`config.mk`:
```
export PLATFORM = sky130hd
export DESIGN_NAME = fetch_stage
export DESIGN_NICKNAME = d
export VERILOG_FILES = /design/src/rtl/fetch_stage_pkg.sv /design/src/rtl/fetch_stage_if_rr_reg.sv /design/src/rtl/fetch_stage.sv
export SDC_FILE = /design/constraint.sdc
export NUM_CORES = 1
export LEC_CHECK = 0
export CAP_MARGIN = 10
export CORE_ASPECT_RATIO = 1.25
export CORE_MARGIN = 2
export CORE_UTILIZATION = 55
export CTS_CLUSTER_DIAMETER = 50
export DETAILED_ROUTE_END_ITERATION = 8
export GPL_TIMING_DRIVEN = 0
export PLACE_DENSITY = 0.84
export SYNTH_ARGS = -nofsm -noshare
export SYNTH_HDL_FRONTEND = slang
export SYNTH_HIERARCHICAL = 1
export SYNTH_SLANG_ARGS = --single-unit
```
`constraint.sdc`:
```
create_clock -name clk -period 3.59 [get_ports clk]
set_input_delay 0.5385 -clock clk [delete_from_list [all_inputs] [get_ports clk]]
set_output_delay 0.5385 -clock clk [all_outputs]
set_load 0.02 [all_outputs]
```
`src/rtl/fetch_stage_pkg.sv`:
```
// -----------------------------------------------------------------------------
// fetch_stage_pkg
// Shared encodings for the front end: base opcodes that later stages decode,
// the architectural zero register, the bubble instruction, and small helpers
// that pull decode fields out of a 32-bit instruction word.
// -----------------------------------------------------------------------------
package fetch_stage_pkg;

  localparam logic [6:0]  OPC_JAL    = 7'b1101111;
  localparam logic [6:0]  OPC_JALR   = 7'b1100111;
  localparam logic [6:0]  OPC_BRANCH = 7'b1100011;
  localparam logic [6:0]  OPC_LUI    = 7'b0110111;
  localparam logic [6:0]  OPC_AUIPC  = 7'b0010111;
  localparam logic [6:0]  OPC_STORE  = 7'b0100011;

  localparam logic [4:0]  ZERO_REG   = 5'd0;

  // addi x0,x0,0 : architecturally a no-op, used as the pipeline bubble
  localparam logic [31:0] NOP_INSTR  = 32'h0000_0013;

  function automatic logic [4:0] rs1_of(input logic [31:0] instr);
    return instr[19:15];
  endfunction

  function automatic logic [4:0] rs2_of(input logic [31:0] instr);
    return instr[24:20];
  endfunction

  function automatic logic [6:0] opcode_of(input logic [31:0] instr);
    return instr[6:0];
  endfunction

endpackage

```
`src/rtl/fetch_stage_if_rr_reg.sv`:
```
// -----------------------------------------------------------------------------
// fetch_stage_if_rr_reg
// IF/RR pipeline register. Loads a fetched instruction when the fetch stage
// issues, otherwise presents a bubble (valid low, NOP encoding).
// Ports:
//   clk, rst_n        clock, synchronous active-low reset
//   i_load            capture i_pc/i_instr this edge
//   i_bubble          insert a bubble this edge (ignored when i_load is set)
//   i_pc, i_instr     instruction coming out of the IF slot
//   o_valid           register holds a real instruction
//   o_pc, o_instr     registered PC / instruction (NOP when !o_valid)
// -----------------------------------------------------------------------------
module fetch_stage_if_rr_reg
  import fetch_stage_pkg::*;
#(
  parameter int          XLEN      = 32,
  parameter logic [31:0] BUBBLE    = fetch_stage_pkg::NOP_INSTR
) (
  input  logic            clk,
  input  logic            rst_n,
  input  logic            i_load,
  input  logic            i_bubble,
  input  logic [XLEN-1:0] i_pc,
  input  logic [31:0]     i_instr,
  output logic            o_valid,
  output logic [XLEN-1:0] o_pc,
  output logic [31:0]     o_instr
);

  logic            r_valid;
  logic [XLEN-1:0] r_pc;
  logic [31:0]     r_instr;

  // Pipeline register: load beats bubble; pc is left alone on a bubble.
  always_ff @(posedge clk) begin
    if (!rst_n) begin
      r_valid <= 1'b0;
      r_pc    <= {XLEN{1'b0}};
      r_instr <= BUBBLE;
    end else if (i_load) begin
      r_valid <= 1'b1;
      r_pc    <= i_pc;
      r_instr <= i_instr;
    end else if (i_bubble) begin
      r_valid <= 1'b0;
      r_instr <= BUBBLE;
    end else begin
      r_valid <= r_valid;
      r_pc    <= r_pc;
      r_instr <= r_instr;
    end
  end

  assign o_valid = r_valid;
  assign o_pc    = r_pc;
  assign o_instr = r_instr;

endmodule

```
`src/rtl/fetch_stage.sv`:
```
// -----------------------------------------------------------------------------
// fetch_stage
// Instruction fetch: owns the PC, drives a synchronous instruction memory
// (data returns the cycle after the request), holds the fetched instruction
// in the IF slot, and issues it into the IF/RR register unless stalled.
// Taken branches/jumps from the ALU redirect the PC and flush the front end.
// Ports:
//   clk, rst_n                    clock, synchronous active-low reset
//   imem_req/imem_addr            memory read request and word address
//   imem_rdata                    instruction, valid the cycle after imem_req
//   data_stall                    RAW hazard on the IF instruction: hold it
//   control_stall                 RR holds a branch/jump: hold, stop fetching
//   redirect_valid/_taken/_target branch/jump resolution from the ALU
//   if_rs1/if_rs2/if_opcode       IF slot decode fields for the stall unit
//   rr_valid/rr_pc/rr_instr       IF/RR register contents
// -----------------------------------------------------------------------------
module fetch_stage
  import fetch_stage_pkg::*;
#(
  parameter int             XLEN      = 32,
  parameter logic [XLEN-1:0] RESET_PC = {XLEN{1'b0}},
  parameter logic [31:0]    NOP_INSTR = fetch_stage_pkg::NOP_INSTR
) (
  input  logic            clk,
  input  logic            rst_n,
  output logic            imem_req,
  output logic [XLEN-1:0] imem_addr,
  input  logic [31:0]     imem_rdata,
  input  logic            data_stall,
  input  logic            control_stall,
  input  logic            redirect_valid,
  input  logic            redirect_taken,
  input  logic [XLEN-1:0] redirect_target,
  output logic [4:0]      if_rs1,
  output logic [4:0]      if_rs2,
  output logic [6:0]      if_opcode,
  output logic            rr_valid,
  output logic [XLEN-1:0] rr_pc,
  output logic [31:0]     rr_instr
);

  typedef enum logic [0:0] {
    ST_FETCH   = 1'b0,
    ST_WAIT_BR = 1'b1
  } state_e;

  localparam logic [XLEN-1:0] PC_STEP = {{(XLEN-3){1'b0}}, 3'b100};

  state_e          r_state, w_state_nxt;
  logic [XLEN-1:0] r_pc;
  logic            r_inflight;
  logic [XLEN-1:0] r_req_pc;

  // IF slot plus a one-entry catch buffer. A request made while the slot was
  // empty can return just as the slot fills and then stalls; the buffer keeps
  // that response so the slot is never overwritten and the PC need not rewind.
  logic            r_slot_valid, w_slot_valid_nxt;
  logic [XLEN-1:0] r_slot_pc,    w_slot_pc_nxt;
  logic [31:0]     r_slot_instr, w_slot_instr_nxt;
  logic            r_buf_valid,  w_buf_valid_nxt;
  logic [XLEN-1:0] r_buf_pc,     w_buf_pc_nxt;
  logic [31:0]     r_buf_instr,  w_buf_instr_nxt;

  logic w_in_fetch;
  logic w_issue;
  logic w_req;
  logic w_flush;
  logic w_unused;

  assign w_in_fetch = (r_state == ST_FETCH);
  // A redirect owns the cycle: nothing issues or fetches alongside it.
  assign w_issue = r_slot_valid & ~data_stall & ~control_stall & w_in_fetch & ~redirect_valid;
  assign w_req   = rst_n & w_in_fetch & ~control_stall & (~r_slot_valid | w_issue) & ~redirect_valid;
  assign w_flush = redirect_valid & redirect_taken;

  // Target low bits are dropped to keep fetches word aligned.
  assign w_unused = ^redirect_target[1:0];

  // Next-state logic: redirect always returns to FETCH; control_stall parks in WAIT_BR.
  always_comb begin
    w_state_nxt = r_state;
    case (r_state)
      ST_FETCH: begin
        if (redirect_valid) begin
          w_state_nxt = ST_FETCH;
        end else if (control_stall) begin
          w_state_nxt = ST_WAIT_BR;
        end else begin
          w_state_nxt = ST_FETCH;
        end
      end
      ST_WAIT_BR: begin
        if (redirect_valid) begin
          w_state_nxt = ST_FETCH;
        end else begin
          w_state_nxt = ST_WAIT_BR;
        end
      end
      default: w_state_nxt = ST_FETCH;
    endcase
  end

  // Slot/buffer update. A response is present whenever a request was made
  // last cycle; on a taken redirect it is on the wrong path and is discarded.
  always_comb begin
    w_slot_valid_nxt = r_slot_valid;
    w_slot_pc_nxt    = r_slot_pc;
    w_slot_instr_nxt = r_slot_instr;
    w_buf_valid_nxt  = r_buf_valid;
    w_buf_pc_nxt     = r_buf_pc;
    w_buf_instr_nxt  = r_buf_instr;
    if (w_flush) begin
      w_slot_valid_nxt = 1'b0;
      w_buf_valid_nxt  = 1'b0;
    end else if (w_issue) begin
      if (r_buf_valid) begin
        w_slot_valid_nxt = 1'b1;
        w_slot_pc_nxt    = r_buf_pc;
        w_slot_instr_nxt = r_buf_instr;
        w_buf_valid_nxt  = r_inflight;
        w_buf_pc_nxt     = r_req_pc;
        w_buf_instr_nxt  = imem_rdata;
      end else if (r_inflight) begin
        w_slot_valid_nxt = 1'b1;
        w_slot_pc_nxt    = r_req_pc;
        w_slot_instr_nxt = imem_rdata;
      end else begin
        w_slot_valid_nxt = 1'b0;
      end
    end else if (r_inflight) begin
      if (r_slot_valid) begin
        w_buf_valid_nxt  = 1'b1;
        w_buf_pc_nxt     = r_req_pc;
        w_buf_instr_nxt  = imem_rdata;
      end else begin
        w_slot_valid_nxt = 1'b1;
        w_slot_pc_nxt    = r_req_pc;
        w_slot_instr_nxt = imem_rdata;
      end
    end else begin
      w_slot_valid_nxt = r_slot_valid;
    end
  end

  // State, PC, request tracking and IF slot registers.
  always_ff @(posedge clk) begin
    if (!rst_n) begin
      r_state      <= ST_FETCH;
      r_pc         <= RESET_PC;
      r_inflight   <= 1'b0;
      r_req_pc     <= {XLEN{1'b0}};
      r_slot_valid <= 1'b0;
      r_slot_pc    <= {XLEN{1'b0}};
      r_slot_instr <= NOP_INSTR;
      r_buf_valid  <= 1'b0;
      r_buf_pc     <= {XLEN{1'b0}};
      r_buf_instr  <= NOP_INSTR;
    end else begin
      r_state      <= w_state_nxt;
      r_inflight   <= w_req;
      r_slot_valid <= w_slot_valid_nxt;
      r_slot_pc    <= w_slot_pc_nxt;
      r_slot_instr <= w_slot_instr_nxt;
      r_buf_valid  <= w_buf_valid_nxt;
      r_buf_pc     <= w_buf_pc_nxt;
      r_buf_instr  <= w_buf_instr_nxt;
      if (w_req) begin
        r_req_pc <= r_pc;
      end else begin
        r_req_pc <= r_req_pc;
      end
      if (w_flush) begin
        r_pc <= {redirect_target[XLEN-1:2], 2'b00};
      end else if (w_req) begin
        r_pc <= r_pc + PC_STEP;
      end else begin
        r_pc <= r_pc;
      end
    end
  end

  assign imem_req  = w_req;
  assign imem_addr = r_pc;

  assign if_rs1    = r_slot_valid ? rs1_of(r_slot_instr)    : ZERO_REG;
  assign if_rs2    = r_slot_valid ? rs2_of(r_slot_instr)    : ZERO_REG;
  assign if_opcode = r_slot_valid ? opcode_of(r_slot_instr) : NOP_INSTR[6:0];

  fetch_stage_if_rr_reg #(
    .XLEN   (XLEN),
    .BUBBLE (NOP_INSTR)
  ) u_if_rr_reg (
    .clk      (clk),
    .rst_n    (rst_n),
    .i_load   (w_issue),
    .i_bubble (~w_issue),
    .i_pc     (r_slot_pc),
    .i_instr  (r_slot_instr),
    .o_valid  (rr_valid),
    .o_pc     (rr_pc),
    .o_instr  (rr_instr)
  );

endmodule

```
==> load_flow_metrics.sql, run 1 <==
INSERT INTO impl_metrics (metric_group, metric, value, unit) VALUES
('setup_path', 'path_class', 'reg -> out', ''),
('final_layout', 'layout_cell_share_with_drive_strength_beyond_1', '6.99', '%'),
('pwr', 'leakagePower', '4.45', 'nW'),
('routing', 'antenna_violating_nets_post_route', '0', ''),
('grt', 'grt_pass1_vias', '9261', ''),
('clocking', 'ctsRootBufferMaster', 'sky130_fd_sc_hd__clkbuf_16', ''),
('yosys', 'ys_warn_count', '6', ''),
('routing', 'routed_wirelength', '29600', 'um'),
('placement', 'routabilityCongestion', '0.888', ''),
('floorplanning', 'floorplan.core_area', '18200', 'um2'),
('setup_path', 'critical_path_required', '3.05', 'ns'),
('yosys', 'asyncSetResetFlopFracSynth', '0', '%'),
('sta', 'setup-tns-final', '0', 'ns'),
('pwr', 'design_power_total', '5.93', 'mW'),
('sta', 'fin_skew', '0.0114', 'ns'),
('hold_path', 'holdCritPathClass', 'reg -> reg', ''),
('placement', 'io_buffers', '180', ''),
('routing', 'detail_route.vias_per_cell', '5.86', ''),
('sta', 'slew-limit-headroom', '30.8', '%'),
('yosys', 'yosys_register_bits', '253', ''),
('placement', 'post-dp-hpwl', '20900', 'um'),
('sta', 'grt_setup_unrepaired', 'false', ''),
('final_layout', 'area_delta_synth_final', '28.6', '%'),
('routing', 'drtPass1Iterations', '5', ''),
('sta', 'fmax', '0.310', 'GHz'),
('flow_run', 'max_cap_viol_count', '0', ''),
('setup_path', 'setup.worst_path.start_class', 'flop', ''),
('grt', 'grt_use_total', '28.8', '%'),
('grt', 'grt_antenna_before_repair', '0', ''),
('sta', 'layout_worst_path_cycle_share', '89.8', '%'),
('floorplanning', 'die-height', '156', 'um'),
('floorplanning', 'fp.dieArea', '19700', 'um2'),
('clocking', 'largest_buffer_count_on_any_clock_path', '3', ''),
('final_layout', 'final_core_util', '72.3', '%'),
('pwr', 'cellPowerDensity', '452', 'nW/um2'),
('setup_path', 'path_cells', 'clkbuf_1 > clkbuf_1 > and2_1 > clkdlybuf4s50_1', ''),
('setup_path', 'critical_path_buf_inv_count', '3', ''),
('grt', 'grt_max_degree', '17', ''),
('sta', 'timing.final.hold_violations', '0', ''),
('final_layout', 'postLayoutCellArea', '13100', 'um2'),
('setup_path', 'worstSetupEndpointType', 'output pin', ''),
('grt', 'grt_overflow_total', '0', ''),
('floorplanning', 'die_w', '126', 'um'),
('yosys', 'post_synth.cell_area_avg', '8.67', 'um2'),
('routing', 'drt-wirelength-per-cell', '18.1', 'um'),
('sta', 'report.final.slew_viol_count', '0', ''),
('clocking', 'cts_tree', 'done', ''),
('setup_path', 'cpMostUsedCell', 'sky130_fd_sc_hd__clkbuf_1', ''),
('setup_path', 'crit_arrival', '2.69', 'ns'),
('routing', 'initialDrtViolationCount', '729', ''),
('clocking', 'clkLatencyLatePin', '0.52', 'ns'),
('routing', 'route.detailed.drc', '0', ''),
('clocking', 'cts_buffers', '24', ''),
('sta', 'timing.final.ws_setup', '0.366', 'ns'),
('final_layout', 'num_antenna_cells', '0', ''),
('pwr', 'peakVddDrop', '0.351', 'mV'),
('floorplanning', 'initial_core_util', '56.2', '%'),
('routing', 'vias', '9557', ''),
('status', 'outcome', 'completed', ''),
('clocking', 'worst_setup_hold_path_clk_slew', '0.07', 'ns'),
('final_layout', 'commonest_non_fill_non_tap_cell_in_the_layout', 'sky130_fd_sc_hd__dfxtp_1', ''),
('placement', 'placement.setup.worst_slack', '-0.693', 'ns'),
('yosys', 'seq_area_frac_synth', '49.6', '%'),
('yosys', 'distinct_cells_synth', '60', ''),
('placement', 'placed_area', '12300', 'um2'),
('sta', 'final.min_clock_period', '3.22', 'ns'),
('setup_path', 'timing.critical_path.fanout_max', '10', ''),
('final_layout', 'mostFrequentLayoutCells', 'sky130_fd_sc_hd__dfxtp_1, sky130_fd_sc_hd__nand2_1, sky130_fd_sc_hd__clkdlybuf4s50_1', ''),
('setup_path', 'worst_path_dominant_cell_family', 'buffers and inverters', ''),
('placement', 'numPlacedInstances', '1589', ''),
('clocking', 'cts_post_setup_buffers_inserted', '0', '');
## cell usage after synthesis (3+ instances only)
cell type,instances,area (um2)
sky130_fd_sc_hd__nor3_1,12,60.1
sky130_fd_sc_hd__buf_2,7,35.0
sky130_fd_sc_hd__buf_6,10,113
sky130_fd_sc_hd__and2_1,16,100
sky130_fd_sc_hd__nor2_1,16,60.1
sky130_fd_sc_hd__nor2b_1,35,219
sky130_fd_sc_hd__o21ai_0,22,110
sky130_fd_sc_hd__nor4_1,3,18.8
sky130_fd_sc_hd__and4_1,4,35.0
sky130_fd_sc_hd__a211oi_1,8,60.1
sky130_fd_sc_hd__o21ai_1,16,80.1
sky130_fd_sc_hd__nand2_1,204,766
sky130_fd_sc_hd__nand2b_1,34,213
sky130_fd_sc_hd__a21oi_1,170,851
sky130_fd_sc_hd__clkbuf_1,64,240
sky130_fd_sc_hd__nand3_1,46,230
sky130_fd_sc_hd__o21a_1,3,22.5
sky130_fd_sc_hd__nand4_1,6,37.5
sky130_fd_sc_hd__mux2_2,5,56.3
sky130_fd_sc_hd__buf_8,4,60.1
sky130_fd_sc_hd__xnor2_1,10,87.6
sky130_fd_sc_hd__dfxtp_1,253,5060
sky130_fd_sc_hd__o221ai_1,61,534
sky130_fd_sc_hd__o21ai_2,10,87.6
sky130_fd_sc_hd__mux2i_1,35,350
sky130_fd_sc_hd__buf_4,7,52.6
sky130_fd_sc_hd__inv_1,70,263
## state kept, by name, summed over array words and instances, names as in the netlist
signal	cells
r_buf_pc	30
r_inflight	1
r_slot_valid	1
r_slot_pc	30
r_slot_instr	32
r_buf_valid	1
u_if_rr_reg/o_pc	32
imem_addr	30
u_if_rr_reg/o_instr	32
u_if_rr_reg/o_valid	1
r_state	1
r_req_pc	30
r_buf_instr	32
## cell families (layout without fill, tap and decap cells)
logic type                 after synthesis  after routing  synth area share (%)
AOI/OAI and AO/OA                      313            313                  19.0
other                                    1              4                0.0367
DFF                                    253            253                  49.6
buffers and inverters                  166            387                  7.80
adders and majority gates                1              1                 0.122
and+or+nand+nor                        392            392                  18.5
muxes                                   40             40                  3.98
xor gates and xnor gates                12             12                  1.03
## final cells by class
class	instances	area, um2
multi-input cells	762	4380
clock buffers	31	688
repair buffers	180	1800
plain buffers	95	531
flip-flops and latches	253	5060
inverters	70	263
fillers	1360	5030
well taps	228	285
clock inverters	11	124
## worst register-to-register path, delay by kind of cell (launching register included)
kind                   cells  cell delay (ns)
buffers and inverters      2             1.01
AOI/OAI and AO/OA          3             1.27
and+or+nand+nor            1             0.21
DFF                        1             0.38
## routing by layer
layer	vias up	GRT usage (%)	share of wire [%]
met1	4484	34.6	39
met2	493	50.4	49
met3	115	4.41	7.3
li1	4465	-	-
met5	-	0	0
met4	0	14.2	4.5
## worst paths after layout
kind / startpoint / end / cells past startpoint
worst min register to register: r_buf_pc[6] / r_buf_pc[6] / 2
worst max register to register: r_slot_valid / r_slot_pc[22] / 6
worst min-delay path: r_buf_pc[6] / r_buf_pc[6] / 2
worst max-delay path: r_slot_valid / if_opcode[2] / 4
## report_power, final
| group | total [mW] | internal (mW) | switching, mW |
|---|---|---|---|
| clock network | 2.59 | 1.50 | 1.09 |
| registers | 2.93 | 2.87 | 0.0647 |
| logic | 0.415 | 0.188 | 0.227 |
## timing repair
action,4_1_cts,5_1_grt
setup endpoints to repair,1,1
pin swaps,0,0
resized for setup,4,1
Power figures use the tool's default switching activity.
==> run 2, diff against run 1 <==
Settings changed: GPL_TIMING_DRIVEN 0 to 1.
==> load_flow_metrics.sql, run 2 (synthesis gave the netlist of run 1 again) <==
INSERT INTO impl_metrics (metric_group, metric, value, unit) VALUES
('status', 'outcome', 'completed', ''),
('clocking', 'ctsHoldBuffers', '0', ''),
('setup_path', 'timing.rr.end', 'u_if_rr_reg/o_pc[13]', ''),
('sta', 'final.min_clock_period', '2.91', 'ns'),
('floorplanning', 'floorplan.core_area', '18200', 'um2'),
('flow_run', 'max_cap_viol_count', '0', ''),
('sta', 'hold_slack', '0.450', 'ns'),
('sta', 'grt_setup_unrepaired', 'false', ''),
('grt', 'grt_antenna_before_repair', '1', ''),
('floorplanning', 'die_w', '126', 'um'),
('setup_path', 'setup.worst_path.start_class', 'primary input', ''),
('floorplanning', 'initial_core_util', '56.2', '%'),
('final_layout', 'mostFrequentLayoutCells', 'sky130_fd_sc_hd__dfxtp_1, sky130_fd_sc_hd__nand2_1, sky130_fd_sc_hd__clkdlybuf4s50_1', ''),
('pwr', 'cellPowerDensity', '466', 'nW/um2'),
('routing', 'drt-wirelength-per-cell', '16.9', 'um'),
('clocking', 'h-tree-depth', '1', ''),
('routing', 'detail_route.vias_per_cell', '5.77', ''),
('setup_path', 'path_class', 'in -> out', ''),
('final_layout', 'area_delta_synth_final', '25.9', '%'),
('placement', 'io_buffers', '180', ''),
('final_layout', 'commonest_non_fill_non_tap_cell_in_the_layout', 'sky130_fd_sc_hd__dfxtp_1', ''),
('sta', 'setup-tns-final', '0', 'ns'),
('sta', 'setup_violations', '0', ''),
('grt', 'first_pass_grt_wire_length', '42300', 'um'),
('pwr', 'leakagePower', '4.30', 'nW'),
('floorplanning', 'design.portCount', '185', ''),
('grt', 'grt_use_total', '25.7', '%'),
('clocking', 'post_cts_resize_count', '0', ''),
('clocking', 'cts_buffers', '24', ''),
('final_layout', 'nNetsFinal', '1382', ''),
('sta', 'fmax', '0.344', 'GHz'),
('grt', 'grt_overflow_total', '0', ''),
('floorplanning', 'std_cell_rows', '55', ''),
('sta', 'worstMarginPinSlew', '0.985', 'ns'),
('placement', 'post-dp-hpwl', '16200', 'um'),
('routing', 'drtPass1Iterations', '5', ''),
('setup_path', 'crit_arrival', '2.37', 'ns'),
('routing', 'routed_wirelength', '26400', 'um'),
('routing', 'route.detailed.drc', '0', ''),
('floorplanning', 'fp.dieArea', '19700', 'um2'),
('setup_path', 'worstSetupStartpoint', 'control_stall', ''),
('sta', 'layout_worst_path_cycle_share', '81.1', '%'),
('sta', 'timing.final.hold_violations', '0', ''),
('routing', 'antenna_violating_nets_post_route', '0', ''),
('clocking', 'worst_setup_hold_path_clk_slew', '0.06', 'ns'),
('grt', 'grt_pass1_vias', '8392', ''),
('clocking', 'cts_tree', 'done', ''),
('setup_path', 'r2r.worst_path.cells', '6', ''),
('routing', 'initialDrtViolationCount', '654', ''),
('setup_path', 'rrSetupSlack', '1.17', 'ns'),
('floorplanning', 'die-height', '156', 'um'),
('setup_path', 'critical_path_required', '3.05', 'ns'),
('final_layout', 'layout_cell_share_with_drive_strength_beyond_1', '7.07', '%'),
('routing', 'vias', '8996', ''),
('clocking', 'clkLatencyLatePin', '0.52', 'ns'),
('clocking', 'tritoncts_num_sinks', '253', ''),
('sta', 'report.final.slew_viol_count', '0', ''),
('hold_path', 'holdCritPathClass', 'reg -> reg', ''),
('pwr', 'peakVddDrop', '0.331', 'mV'),
('sta', 'slew-limit-headroom', '34.4', '%'),
('placement', 'routabilityCongestion', '0.849', ''),
('grt', 'grt_max_degree', '101', ''),
('clocking', 'ctsRootBufferMaster', 'sky130_fd_sc_hd__clkbuf_16', ''),
('setup_path', 'critPathCapture', 'imem_req', ''),
('sta', 'fin_skew', '0.00750', 'ns'),
('setup_path', 'timing.critical_path.fanout_max', '4', ''),
('clocking', 'largest_buffer_count_on_any_clock_path', '3', ''),
('setup_path', 'crit-reg2reg-launch', 'r_state', ''),
('clocking', 'cts_post_setup_buffers_inserted', '0', ''),
('setup_path', 'worstSetupEndpointType', 'output pin', '');
-- run 2: changes by cell type in the layout (fill, tap and decap cells not counted), moves of 2 or more --
cell / before / now
sky130_fd_sc_hd__clkinv_2: 5 / 8
sky130_fd_sc_hd__buf_6: 10 / 0
sky130_fd_sc_hd__clkbuf_1: 65 / 3
sky130_fd_sc_hd__clkbuf_2: 2 / 0
sky130_fd_sc_hd__buf_2: 7 / 0
sky130_fd_sc_hd__buf_12: 1 / 4
sky130_fd_sc_hd__buf_8: 4 / 0
sky130_fd_sc_hd__buf_4: 7 / 17
-- run 2: power by group --
group / switching, mW / internal (mW)
sequential: 0.0644 / 2.87
combinational: 0.203 / 0.179
clock: 1.10 / 1.58
total: 1.37 / 4.62
-- run 2: worst max-delay path, cell delays in order --
cell and delay (ns):
sky130_fd_sc_hd__clkdlybuf4s50_1 0.46, sky130_fd_sc_hd__nor4b_1 0.49, sky130_fd_sc_hd__nand2_1 0.14, sky130_fd_sc_hd__inv_1 0.12, sky130_fd_sc_hd__clkdlybuf4s50_1 0.61
-- run 2: worst min path at each step --
| stage | from | to | slack [ns] | depth (start not counted) |
|---|---|---|---|---|
| after CTS | r_buf_pc[5] | r_buf_pc[5] | 0.45 | 2 |
| after global placement | r_buf_instr[18] | r_buf_instr[18] | 0.44 | 2 |
| after detailed placement | r_buf_instr[14] | r_buf_instr[14] | 0.44 | 2 |
| final | r_buf_pc[2] | r_buf_pc[2] | 0.45 | 2 |
| after floorplan | r_buf_instr[10] | r_buf_instr[10] | 0.43 | 2 |
| after global routing | r_buf_pc[9] | r_buf_pc[9] | 0.47 | 2 |
-- run 2: layer usage --
metal | track usage [%] | part of all wire, % | wire length (um)
met3 | 3.52 | 6.5 | 1730
met1 | 34.0 | 43 | 11200
met2 | 43.4 | 48 | 12800
met5 | 0 | 0 | 0
met4 | 8.63 | 2.5 | 671
-- run 2: metrics by stage --
stage	area (um2)	util (%)	power [mW]	setup WS, ns	instances
after floorplan	10200	-	3.18	1.20	1181
after global placement	12000	66.1	3.36	0.661	1513
after detailed placement	12000	66.1	3.37	0.593	1513
after CTS	12900	70.8	6.01	0.658	1557
after global routing	12900	70.8	6.16	0.491	1558
final	12900	70.8	5.99	0.679	1558
-- run 2: final cells by class --
class | instances | area, um2
clock buffers | 32 | 692
diodes | 1 | 2.50
clock inverters | 12 | 151
well taps | 228 | 285
multi-input cells | 762 | 4400
flip-flops and latches | 253 | 5060
fillers | 1425 | 5310
inverters | 70 | 265
repair buffers | 200 | 2000
